**src/rtl/memory_bus_arbiter.sv**
```systemverilog
// memory_bus_arbiter: shares one memory bus between the core (m0) and a
// debug/DMA master (m1), one registered transaction at a time.
//
// Ports:
//   clock, reset            clock and async active-low reset
//   mX_strobe/address/      requester X request (held until mX_ready)
//   writeEnable/dataWrite
//   mX_dataRead, mX_ready   returned data and one-cycle completion pulse
//   mem_*                   registered memory-side transaction
//   clearError              synchronous clear of busError
//   busError, errorOwner    sticky watchdog timeout flag and its requester
module memory_bus_arbiter #(
    parameter int ADDRESS_SIZE   = 15,
    parameter int TIMEOUT_CYCLES = 255
) (
    input  logic                    clock,
    input  logic                    reset,
    input  logic                    m0_strobe,
    input  logic [ADDRESS_SIZE-1:0] m0_address,
    input  logic [3:0]              m0_writeEnable,
    input  logic [31:0]             m0_dataWrite,
    output logic [31:0]             m0_dataRead,
    output logic                    m0_ready,
    input  logic                    m1_strobe,
    input  logic [ADDRESS_SIZE-1:0] m1_address,
    input  logic [3:0]              m1_writeEnable,
    input  logic [31:0]             m1_dataWrite,
    output logic [31:0]             m1_dataRead,
    output logic                    m1_ready,
    output logic                    mem_strobe,
    output logic [ADDRESS_SIZE-1:0] mem_address,
    output logic [3:0]              mem_writeEnable,
    output logic [31:0]             mem_dataWrite,
    input  logic [31:0]             mem_dataRead,
    input  logic                    mem_ready,
    input  logic                    clearError,
    output logic                    busError,
    output logic                    errorOwner
);

    typedef enum logic [1:0] {
        IDLE = 2'd0,
        BUSY = 2'd1,
        DONE = 2'd2
    } state_t;

    localparam logic [15:0] WD_LIMIT = 16'(TIMEOUT_CYCLES - 1);

    state_t                  state_q;
    logic                    owner_q;
    logic                    last_owner_q;
    logic [15:0]             wd_q;
    logic [31:0]             rdata_q;
    logic [1:0]              ready_q;
    logic                    mem_strobe_q;
    logic [ADDRESS_SIZE-1:0] mem_address_q;
    logic [3:0]              mem_we_q;
    logic [31:0]             mem_wdata_q;
    logic                    bus_error_q;
    logic                    error_owner_q;
    logic                    grant_d;

    // Tie goes to whoever did not own the previous transaction.
    always_comb begin
        grant_d = m1_strobe & (~m0_strobe | ~last_owner_q);
    end

    always_ff @(posedge clock or negedge reset) begin
        if (!reset) begin
            state_q       <= IDLE;
            owner_q       <= 1'b0;
            last_owner_q  <= 1'b1;
            wd_q          <= '0;
            rdata_q       <= '0;
            ready_q       <= '0;
            mem_strobe_q  <= 1'b0;
            mem_address_q <= '0;
            mem_we_q      <= '0;
            mem_wdata_q   <= '0;
            bus_error_q   <= 1'b0;
            error_owner_q <= 1'b0;
        end else begin
            // A timeout set below overrides this clear.
            if (clearError) begin
                bus_error_q <= 1'b0;
            end
            unique case (state_q)
                IDLE: begin
                    if (m0_strobe | m1_strobe) begin
                        owner_q       <= grant_d;
                        mem_address_q <= grant_d ? m1_address : m0_address;
                        mem_we_q      <= grant_d ? m1_writeEnable
                                                 : m0_writeEnable;
                        mem_wdata_q   <= grant_d ? m1_dataWrite
                                                 : m0_dataWrite;
                        mem_strobe_q  <= 1'b1;
                        wd_q          <= '0;
                        state_q       <= BUSY;
                    end
                end
                BUSY: begin
                    if (mem_ready) begin
                        rdata_q      <= mem_dataRead;
                        mem_strobe_q <= 1'b0;
                        ready_q      <= owner_q ? 2'b10 : 2'b01;
                        state_q      <= DONE;
                    end else if (wd_q == WD_LIMIT) begin
                        rdata_q       <= '0;
                        bus_error_q   <= 1'b1;
                        error_owner_q <= owner_q;
                        mem_strobe_q  <= 1'b0;
                        ready_q       <= owner_q ? 2'b10 : 2'b01;
                        state_q       <= DONE;
                    end else if (wd_q != 16'hFFFF) begin
                        wd_q <= wd_q + 16'd1;
                    end
                end
                DONE: begin
                    ready_q      <= '0;
                    last_owner_q <= owner_q;
                    state_q      <= IDLE;
                end
                default: begin
                    state_q <= IDLE;
                end
            endcase
        end
    end

    assign m0_ready        = ready_q[0];
    assign m1_ready        = ready_q[1];
    assign m0_dataRead     = rdata_q;
    assign m1_dataRead     = rdata_q;
    assign mem_strobe      = mem_strobe_q;
    assign mem_address     = mem_address_q;
    assign mem_writeEnable = mem_we_q;
    assign mem_dataWrite   = mem_wdata_q;
    assign busError        = bus_error_q;
    assign errorOwner      = error_owner_q;

endmodule

```
**config.mk**
```make
export PLATFORM = sky130hd
export DESIGN_NAME = memory_bus_arbiter
export DESIGN_NICKNAME = d
export VERILOG_FILES = /design/src/rtl/memory_bus_arbiter.sv
export SDC_FILE = /design/constraint.sdc
export NUM_CORES = 1
export LEC_CHECK = 0
export CELL_PAD_IN_SITES_DETAIL_PLACEMENT = 1
export CELL_PAD_IN_SITES_GLOBAL_PLACEMENT = 1
export CORE_MARGIN = 5
export CORE_UTILIZATION = 31
export CTS_CLUSTER_DIAMETER = 200
export DETAILED_ROUTE_END_ITERATION = 8
export PLACE_DENSITY = 0.85
export SETUP_SLACK_MARGIN = 0.1
export SYNTH_ARGS = -nofsm -noshare
export SYNTH_HDL_FRONTEND = slang
export SYNTH_SLANG_ARGS = --single-unit
export TNS_END_PERCENT = 20
```
**constraint.sdc**
```tcl
create_clock -name clock -period 5 [get_ports clock]
set_input_delay 0.5 -clock clock [delete_from_list [all_inputs] [get_ports clock]]
set_output_delay 0.5 -clock clock [all_outputs]
set_load 0.02 [all_outputs]
```
==> flow_metrics.tcl, run 1 <==
set metrics [dict create \
    ant_nets 0 \
    p_leak_nw 3.31 \
    synth_top_area_cell "dfrtp_1" \
    powerDensity_mw_per_mm2 606 \
    clk_path_buf_depth 2 \
    num_vias 4378 \
    rr_worst_depth 8 \
    cts_setup_buffers 0 \
    die_x_um 137 \
    synth-main-ff-cell "dfrtp_1" \
    vdd_drop_max_mv 0.207 \
    fin_nets 820 \
    r2r-end "wd_q[6]" \
    p_total_mw 4.77 \
    synth.top_cell.area_share 0.535 \
    report.final.setup_viol 0 \
    grt_pass1_wl_um 25800 \
    synthesis.area_sq_mm 0.00500 \
    ys_ff_latch 108 \
    drt_iter0_markers 137 \
    wl_um 16600 \
    core_area_sq_mm 0.0159 \
    endpoint_kind "flop" \
    rsz0062_at_grt "false" \
    grt.total_usage 0.176 \
    path_class "flop to flop" \
    postSynthCellCount 469 \
    cp_data_arrival_time_ps 3180 \
    fin_skew_ps 7.81 \
    dr.pass1.iters 4 \
    synthTopCellsByArea "dfrtp_1 (54%), mux2i_1 (10%), o21ai_0 (6.8%)" \
    overflow 0 \
    hold_path_class "primary input to asynchronous set/reset pin" \
    grt_max_degree 106 \
    period_share 0.583 \
    place_congestion 0.870 \
    io_buffers 259 \
    clk_pin_slew_ps 80 \
    cts.sinks 108 \
    holdBufCountCts 0 \
    tightest_slew_ps 1220 \
    syn_nets 611 \
    antenna_found_initial 0 \
    finalHoldViolCount 0 \
    final_common_cell "clkdlybuf4s50_1" \
    fin_crit_ps 2910 \
    final_max_slew_viol_count 0 \
    antennaDiodeCount 0 \
    vias_per_cell 4.87 \
    drive_above_1_share 0.0410 \
    place_hpwl_um 12900 \
    drc 0 \
    r2r_slack_ps 2090 \
    synthArstFlopShare 1.00 \
    die-area_sq_mm 0.0188 \
    h-tree-depth 3 \
    grt_pass1_vias 4928 \
    tns_ps 0 \
    row_count 46 \
    ys.warnings.count 0 \
    wire_per_inst_um 18.5 \
    layout_common_cells "clkdlybuf4s50_1 (258), dfrtp_1 (107), o21ai_0 (68)" \
    clk_latency_ps 350 \
    synth.avg_cell_area_sq_um 10.7 \
    area_growth_pct 57.4 \
    root_buffer "clkbuf_16" \
    start_util 0.315 \
    synth-edff-count 0 \
    ios 260 \
    ys_seq_area_frac 0.541 \
    worstPathRequired_ps 5260 \
    placed_area_sq_mm 0.00752 \
    status "finished, final reports clean" \
    slew_headroom 0.185 \
    cts_resized 0 \
    max_freq_mhz 343 \
    design_area_sq_mm 0.00787 \
    r2r-start "wd_q[0]" \
    die-height_um 137 \
    cp-start-kind "flop" \
    yosysUniqueCellTypes 43 \
    drv_cap 0 \
    cts_buffers 9 \
    crit_fanout 37 \
    cts_tree "yes" \
]
==> area by class of cell <==
cell class | count | area (sq um)
Clock buffer | 10 | 239
Clock inverter | 6 | 111
Fill cell | 1749 | 8010
Inverter | 6 | 22.5
Multi-Input combinational cell | 291 | 1910
Sequential cell | 108 | 2700
Tap cell | 216 | 270
Timing Repair Buffer | 262 | 2610
==> Yosys cell counts (3+ instances only) <==
master     instances
a22o_1            32
a2bb2oi_1          3
a31oi_1            6
buf_2              9
buf_4             33
clkbuf_1          19
dfrtp_1          107
inv_1              5
mux2i_1           51
nand2_1           62
nand2b_1           3
nand3_1            7
nand4_1            6
nor2_1            10
nor4_1             3
o21ai_0           68
o21ai_1            3
o31ai_1           10
==> how the worst max path moves through the flow <==
stage                     startpoint              end  slack (ps)
after floorplan              wd_q[0]         wd_q[11]        3080
after global placement     m1_strobe  mem_address[10]        2170
after detailed placement   mem_ready          wd_q[6]        2040
after CTS                    wd_q[0]          wd_q[6]        2070
after global routing         wd_q[0]          wd_q[6]        1880
final                        wd_q[0]          wd_q[6]        2090
==> per-layer routing <==
metal  vias up  wire, um  global-route usage
met3        21      1770              0.0713
met2       194      8410               0.307
met4         0       311              0.0649
met5         -         0                   0
li1       2053         -                   -
met1      2110      6140               0.191
==> sequential cells by signal, summed over array words and instances (netlist names) <==
| name | flops |
|---|---|
| m0_dataRead | 32 |
| mem_dataWrite | 32 |
| wd_q | 16 |
| mem_address | 15 |
| mem_writeEnable | 4 |
| ready_q | 2 |
| state_q | 2 |
| busError | 1 |
| errorOwner | 1 |
| last_owner_q | 1 |
| mem_strobe | 1 |
| owner_q | 1 |
==> through the flow <==
stage / setup WS (ps) / util / instances / hold slack, ps
floorplan: 3080 / - / 469 / 204
global placement: 2170 / 0.474 / 883 / 461
detailed placement: 2040 / 0.474 / 883 / 471
CTS: 2070 / 0.496 / 899 / 206
global route: 1880 / 0.496 / 899 / 236
finish: 2090 / 0.496 / 899 / 186
==> where the power goes <==
part / total (mW) / switching [mW] / internal (mW) / leakage [nW]
Sequential: 1.48 / 0.244 / 1.24 / 1.36
Clock: 0.838 / 0.334 / 0.504 / 0.169
Combinational: 2.45 / 1.31 / 1.14 / 1.78
==> kinds of logic after synthesis <==
group	after synthesis	share of synthesized area
xor+xnor	1	0.00175
buf+inv	70	0.0813
mux	52	0.104
fa+ha+maj	2	0.00500
compound gates	130	0.169
flops	108	0.541
simple gates	106	0.0986
==> worst max-delay path: stages, from the launching register on <==
cell and delay, ps:
dfrtp_1 430, inv_1 70, ha_1 220, nor4b_1 140, and4_1 230, o21ai_4 790, inv_2 340, nor4_1 370
a2bb2oi_1 220
(Power assumes the default switching activity.)
==> inputs of run 2 (changes only) <==
Settings changed: CORE_UTILIZATION 31 to 29, PLACE_DENSITY 0.85 to 0.8.
Clock period 5 ns to 2.8 ns, I/O delays scaled along.
==> flow_metrics.tcl, run 2 (same netlist as run 1, synthesis figures left out) <==
set metrics [dict create \
    status "finished, final reports clean" \
    p_leak_nw 3.37 \
    dr.pass1.iters 4 \
    place_congestion 0.904 \
    tightest_slew_ps 804 \
    endpoint_kind "flop" \
    clk_latency_ps 350 \
    final_max_slew_viol_count 0 \
    start_util 0.292 \
    pre_cts_ws_ps 364 \
    design_area_sq_mm 0.00800 \
    finalHoldViolCount 0 \
    io_buffers 259 \
    r2r_slack_ps 480 \
    row_count 48 \
    tns_ps 0 \
    worst_slack_ps 479 \
    place_hpwl_um 12900 \
    seq_area_sq_mm 0.00270 \
    grt_max_degree 106 \
    rr_worst_depth 5 \
    core_area_sq_mm 0.0171 \
    hold-path-endpoint "mem_dataWrite[8]" \
    cp_slowest_cell "o21ai_0" \
    fin_nets 832 \
    ios 260 \
    hold_slack_ps 482 \
    hold_path_class "flop to flop" \
    cts.sinks 108 \
    die-height_um 141 \
    crit_fanout 6 \
    cts_tree "yes" \
    num_vias 4448 \
    clk_path_buf_depth 2 \
    cts_buffers 9 \
    powerDensity_mw_per_mm2 1060 \
    layout_common_cells "clkdlybuf4s50_1 (258), dfrtp_1 (107), o21ai_0 (68)" \
    r2r-start "wd_q[0]" \
    n_fill_cell 1864 \
    fin_crit_ps 2320 \
    clk_pin_slew_ps 70 \
    grt_pass1_vias 4976 \
    grt.total_usage 0.165 \
    period_share 0.829 \
    cp_cell_sequence "ha_1 > nand3_1 > or3_1 > o21ai_0 > o21ai_0" \
    path_buf_inv 0 \
    die_x_um 141 \
    h-tree-depth 3 \
    root_buffer "clkbuf_16" \
    min_delay_path_depth 2 \
    worstPathRequired_ps 2990 \
    report.final.setup_viol 0 \
    cts_setup_buffers 0 \
    multi_input_area_sq_mm 0.00192 \
    cp-start-kind "flop" \
    drt_iter0_markers 170 \
    rsz0062_at_grt "false" \
    r2r-end "wd_q[1]" \
    utilization 0.468 \
    area_growth_pct 60.0 \
    min_from "mem_dataWrite[8]" \
    final_common_cell "clkdlybuf4s50_1" \
    cp_data_arrival_time_ps 2510 \
    antenna_found_initial 0 \
    antennaDiodeCount 0 \
    grt_pass1_wl_um 26300 \
    wire_per_inst_um 18.0 \
    drc 0 \
    max_freq_mhz 431 \
    cp_common_cell "o21ai_0" \
    fin_skew_ps 8.78 \
    placed_area_sq_mm 0.00765 \
    wl_um 16600 \
    path_class "flop to flop" \
    drv_cap 0 \
    ant_nets 0 \
    vdd_drop_max_mv 0.440 \
    max_stage_delay_ps 660 \
    vias_per_cell 4.83 \
    cp_top_family "compound AO/OA/AOI/OAI gates" \
    overflow 0 \
    drive_above_1_share 0.0576 \
    slew_headroom 0.459 \
    die-area_sq_mm 0.0200 \
]
## run 2: cell count changes in the layout (fill, tap and decap cells not counted)
cell,before,now
buf_12,0,3
buf_4,4,12
bufinv_16,3,2
clkbuf_8,1,2
clkinv_2,1,0
clkinvlp_4,1,2
dlygate4sd3_1,0,1
o21a_1,2,1
o21a_2,0,1
## run 2: where the power goes
group / switching [mW] / total [mW] / internal (mW)
clock network: 0.585 / 1.42 / 0.835
logic: 2.33 / 4.43 / 2.09
registers: 0.448 / 2.66 / 2.21
total: 3.37 / 8.50 / 5.14
## run 2: what timing repair did
action / CTS / global route
hold buffers: 1 / 0
endpoints found under the hold margin: 47 / 0
endpoints found under the setup margin: 0 / 2
resized for setup: 0 / 1
## run 2: worst max-delay path by stage
stage                       start  cells after the start        to  slack [ps]
after floorplan           wd_q[0]                     10  wd_q[11]         880
after global placement    wd_q[0]                      6  wd_q[13]         540
after detailed placement  wd_q[0]                      6  wd_q[15]         360
after CTS                 wd_q[0]                      6  wd_q[15]         310
after global routing      wd_q[0]                      5   wd_q[1]         210
final                     wd_q[0]                      5   wd_q[1]         480
## run 2: worst min-delay path, delay by kind of cell (launching register included)
kind               cells  cell delay [ps]
DFF                    1              340
AOI/OAI and AO/OA      1               60
and+or+nand+nor        1               50
## run 2: layout make-up
class	instances	share of cell area
timing repair buffer	274	0.343
sequential	108	0.338
multi-input combinational	291	0.239
tap	225	0.0352
clock buffer	11	0.0316
clock inverter	5	0.0105
inverter	6	0.00281
## run 2: metrics by stage
| step | total power, mW | std cells |
|---|---|---|
| 2_1_floorplan | 5.08 | 469 |
| 6_report | 8.50 | 920 |
| 3_5_place_dp | 7.18 | 903 |
| 4_1_cts | 8.65 | 920 |
| 3_3_place_gp | 7.00 | 903 |
| 5_1_grt | 9.01 | 920 |
## run 2: per-layer routing
metal  share of wire  GRT usage  up-vias
met4           0.024     0.0617        0
met5               0          0        -
li1                -          -     2078
met3            0.10     0.0637       30
met2            0.49      0.282      209
met1            0.38      0.186     2131
==> inputs of run 3 (changes only) <==
Settings changed: CORE_UTILIZATION 29 to 26, PLACE_DENSITY 0.8 to 0.76.
Clock period 2.8 ns to 1.9 ns, I/O delays scaled along.
==> flow_metrics.tcl, run 3 (same netlist as run 1, synthesis figures left out) <==
set metrics [dict create \
    fin_nets 857 \
    antennaDiodeCount 0 \
    clk_path_buf_depth 2 \
    p_leak_nw 3.54 \
    drive_above_1_share 0.125 \
    tightest_slew_ps 510 \
    cts_tree "yes" \
    row_count 50 \
    drt_iter0_markers 138 \
    finalHoldViolCount 0 \
    rsz0062_at_grt "true" \
    violations "setup timing" \
    path_class "flop to flop" \
    placed_area_sq_mm 0.00785 \
    grt_max_degree 106 \
    place_congestion 0.884 \
    ios 260 \
    design_area_sq_mm 0.00848 \
    grt.total_usage 0.152 \
    grt_pass1_wl_um 26800 \
    overflow 0 \
    place_hpwl_um 13500 \
    area_growth_pct 69.5 \
    ant_nets 0 \
    wire_per_inst_um 17.9 \
    cp_data_arrival_time_ps 2150 \
    cts.sinks 108 \
    slew_headroom 0.660 \
    grt_pass1_vias 5024 \
    period_share 1.01 \
    antenna_found_initial 1 \
    drv_cap 0 \
    final_common_cell "clkdlybuf4s50_1" \
    report.final.setup_viol 4 \
    num_vias 4535 \
    vdd_drop_max_mv 0.548 \
    drc 0 \
    utilization 0.450 \
    root_buffer "clkbuf_16" \
    clk_latency_ps 350 \
    die-height_um 149 \
    cts_buffers 9 \
    wl_um 17500 \
    vias_per_cell 4.63 \
    start_util 0.266 \
    dr.pass1.iters 4 \
    clk_pin_slew_ps 80 \
    cp-start-kind "flop" \
    io_buffers 259 \
    final_max_slew_viol_count 0 \
    fin_crit_ps 1920 \
    endpoint_kind "flop" \
    die_x_um 149 \
    die-area_sq_mm 0.0221 \
    layout_common_cells "clkdlybuf4s50_1 (258), dfrtp_1 (104), nand2_1 (62)" \
    tns_ps -27.5 \
    hold_path_class "primary input to asynchronous set/reset pin" \
    powerDensity_mw_per_mm2 1540 \
    worstPathRequired_ps 2130 \
    h-tree-depth 3 \
    crit_fanout 5 \
    max_freq_mhz 522 \
    worst_slack_ps -17.2 \
    fin_skew_ps 12.4 \
    status "complete, but fails checks" \
    core_area_sq_mm 0.0188 \
]
run 3: changes by cell type in the layout (fill, tap and decap cells not counted), sizes merged:
cell      change
inv           +2
clkbuf        -2
buf          +24
clkinv        +3
clkinvlp      -1
bufinv        -1
run 3: worst paths after layout:
path / slack (ps) / cells after the start / start / endpoint
max: -20 / 8 / wd_q[1] / wd_q[10]
min: 370 / 2 / reset / mem_address[8]
max reg2reg: -20 / 8 / wd_q[1] / wd_q[10]
min reg2reg: 480 / 2 / mem_dataWrite[28] / mem_dataWrite[28]
max in group asynchronous: 860 / 3 / reset / last_owner_q
min in group clock: 410 / 2 / clearError / busError
run 3: final cells by class:
type	count	area, sq um
flip-flops and latches	108	2710
inverters	6	27.5
clock inverters	7	93.8
well taps	260	325
fillers	2024	10400
repair inverters	1	5.00
repair buffers	298	2970
multi-input cells	291	2120
clock buffers	9	225
run 3: critical path: stages (launching register included):
cell and delay [ps]:
dfrtp_2 470, ha_4 180, nor4b_4 120, and4_4 180
o21ai_4 240, clkinv_4 130, buf_6 150, o31ai_4 210
o21ai_1 110
run 3: per-layer routing:
metal  track usage  up-vias  wire [um]
li1              -     2133          -
met1         0.175     2161       6620
met2         0.256      215       8630
met3        0.0622       24       1900
met4        0.0550        2        324
met5             0        -         20
run 3: timing repair:
| action | CTS | global route |
|---|---|---|
| gates cloned | 0 | 1 |
| setup buffers | 2 | 5 |
| hold buffers | 1 | 0 |
| endpoints found under the hold margin | 34 | 0 |
| pin swaps | 9 | 10 |
| endpoints found under the setup margin | 51 | 50 |
| gates resized for setup | 21 | 32 |
run 3: where the power goes:
group          switching, mW  leakage, nW  internal (mW)
Combinational           3.72         2.03           3.38
Clock                  0.950        0.153           1.06
Sequential             0.654         1.35           3.26
Total                   5.33         3.54           7.70
run 3: per-stage QoR:
| stage | std cells | hold slack (ps) | total power, mW | setup slack (ps) |
|---|---|---|---|---|
| final | 980 | 374 | 13.0 | -17.2 |
| after global routing | 980 | 388 | 13.8 | -83.5 |
| after CTS | 974 | 386 | 13.0 | 49.2 |
| after detailed placement | 955 | 202 | 10.8 | -78.7 |
| after global placement | 955 | 206 | 10.6 | -21.6 |
| after floorplan | 469 | -106 | 7.48 | 28.0 |
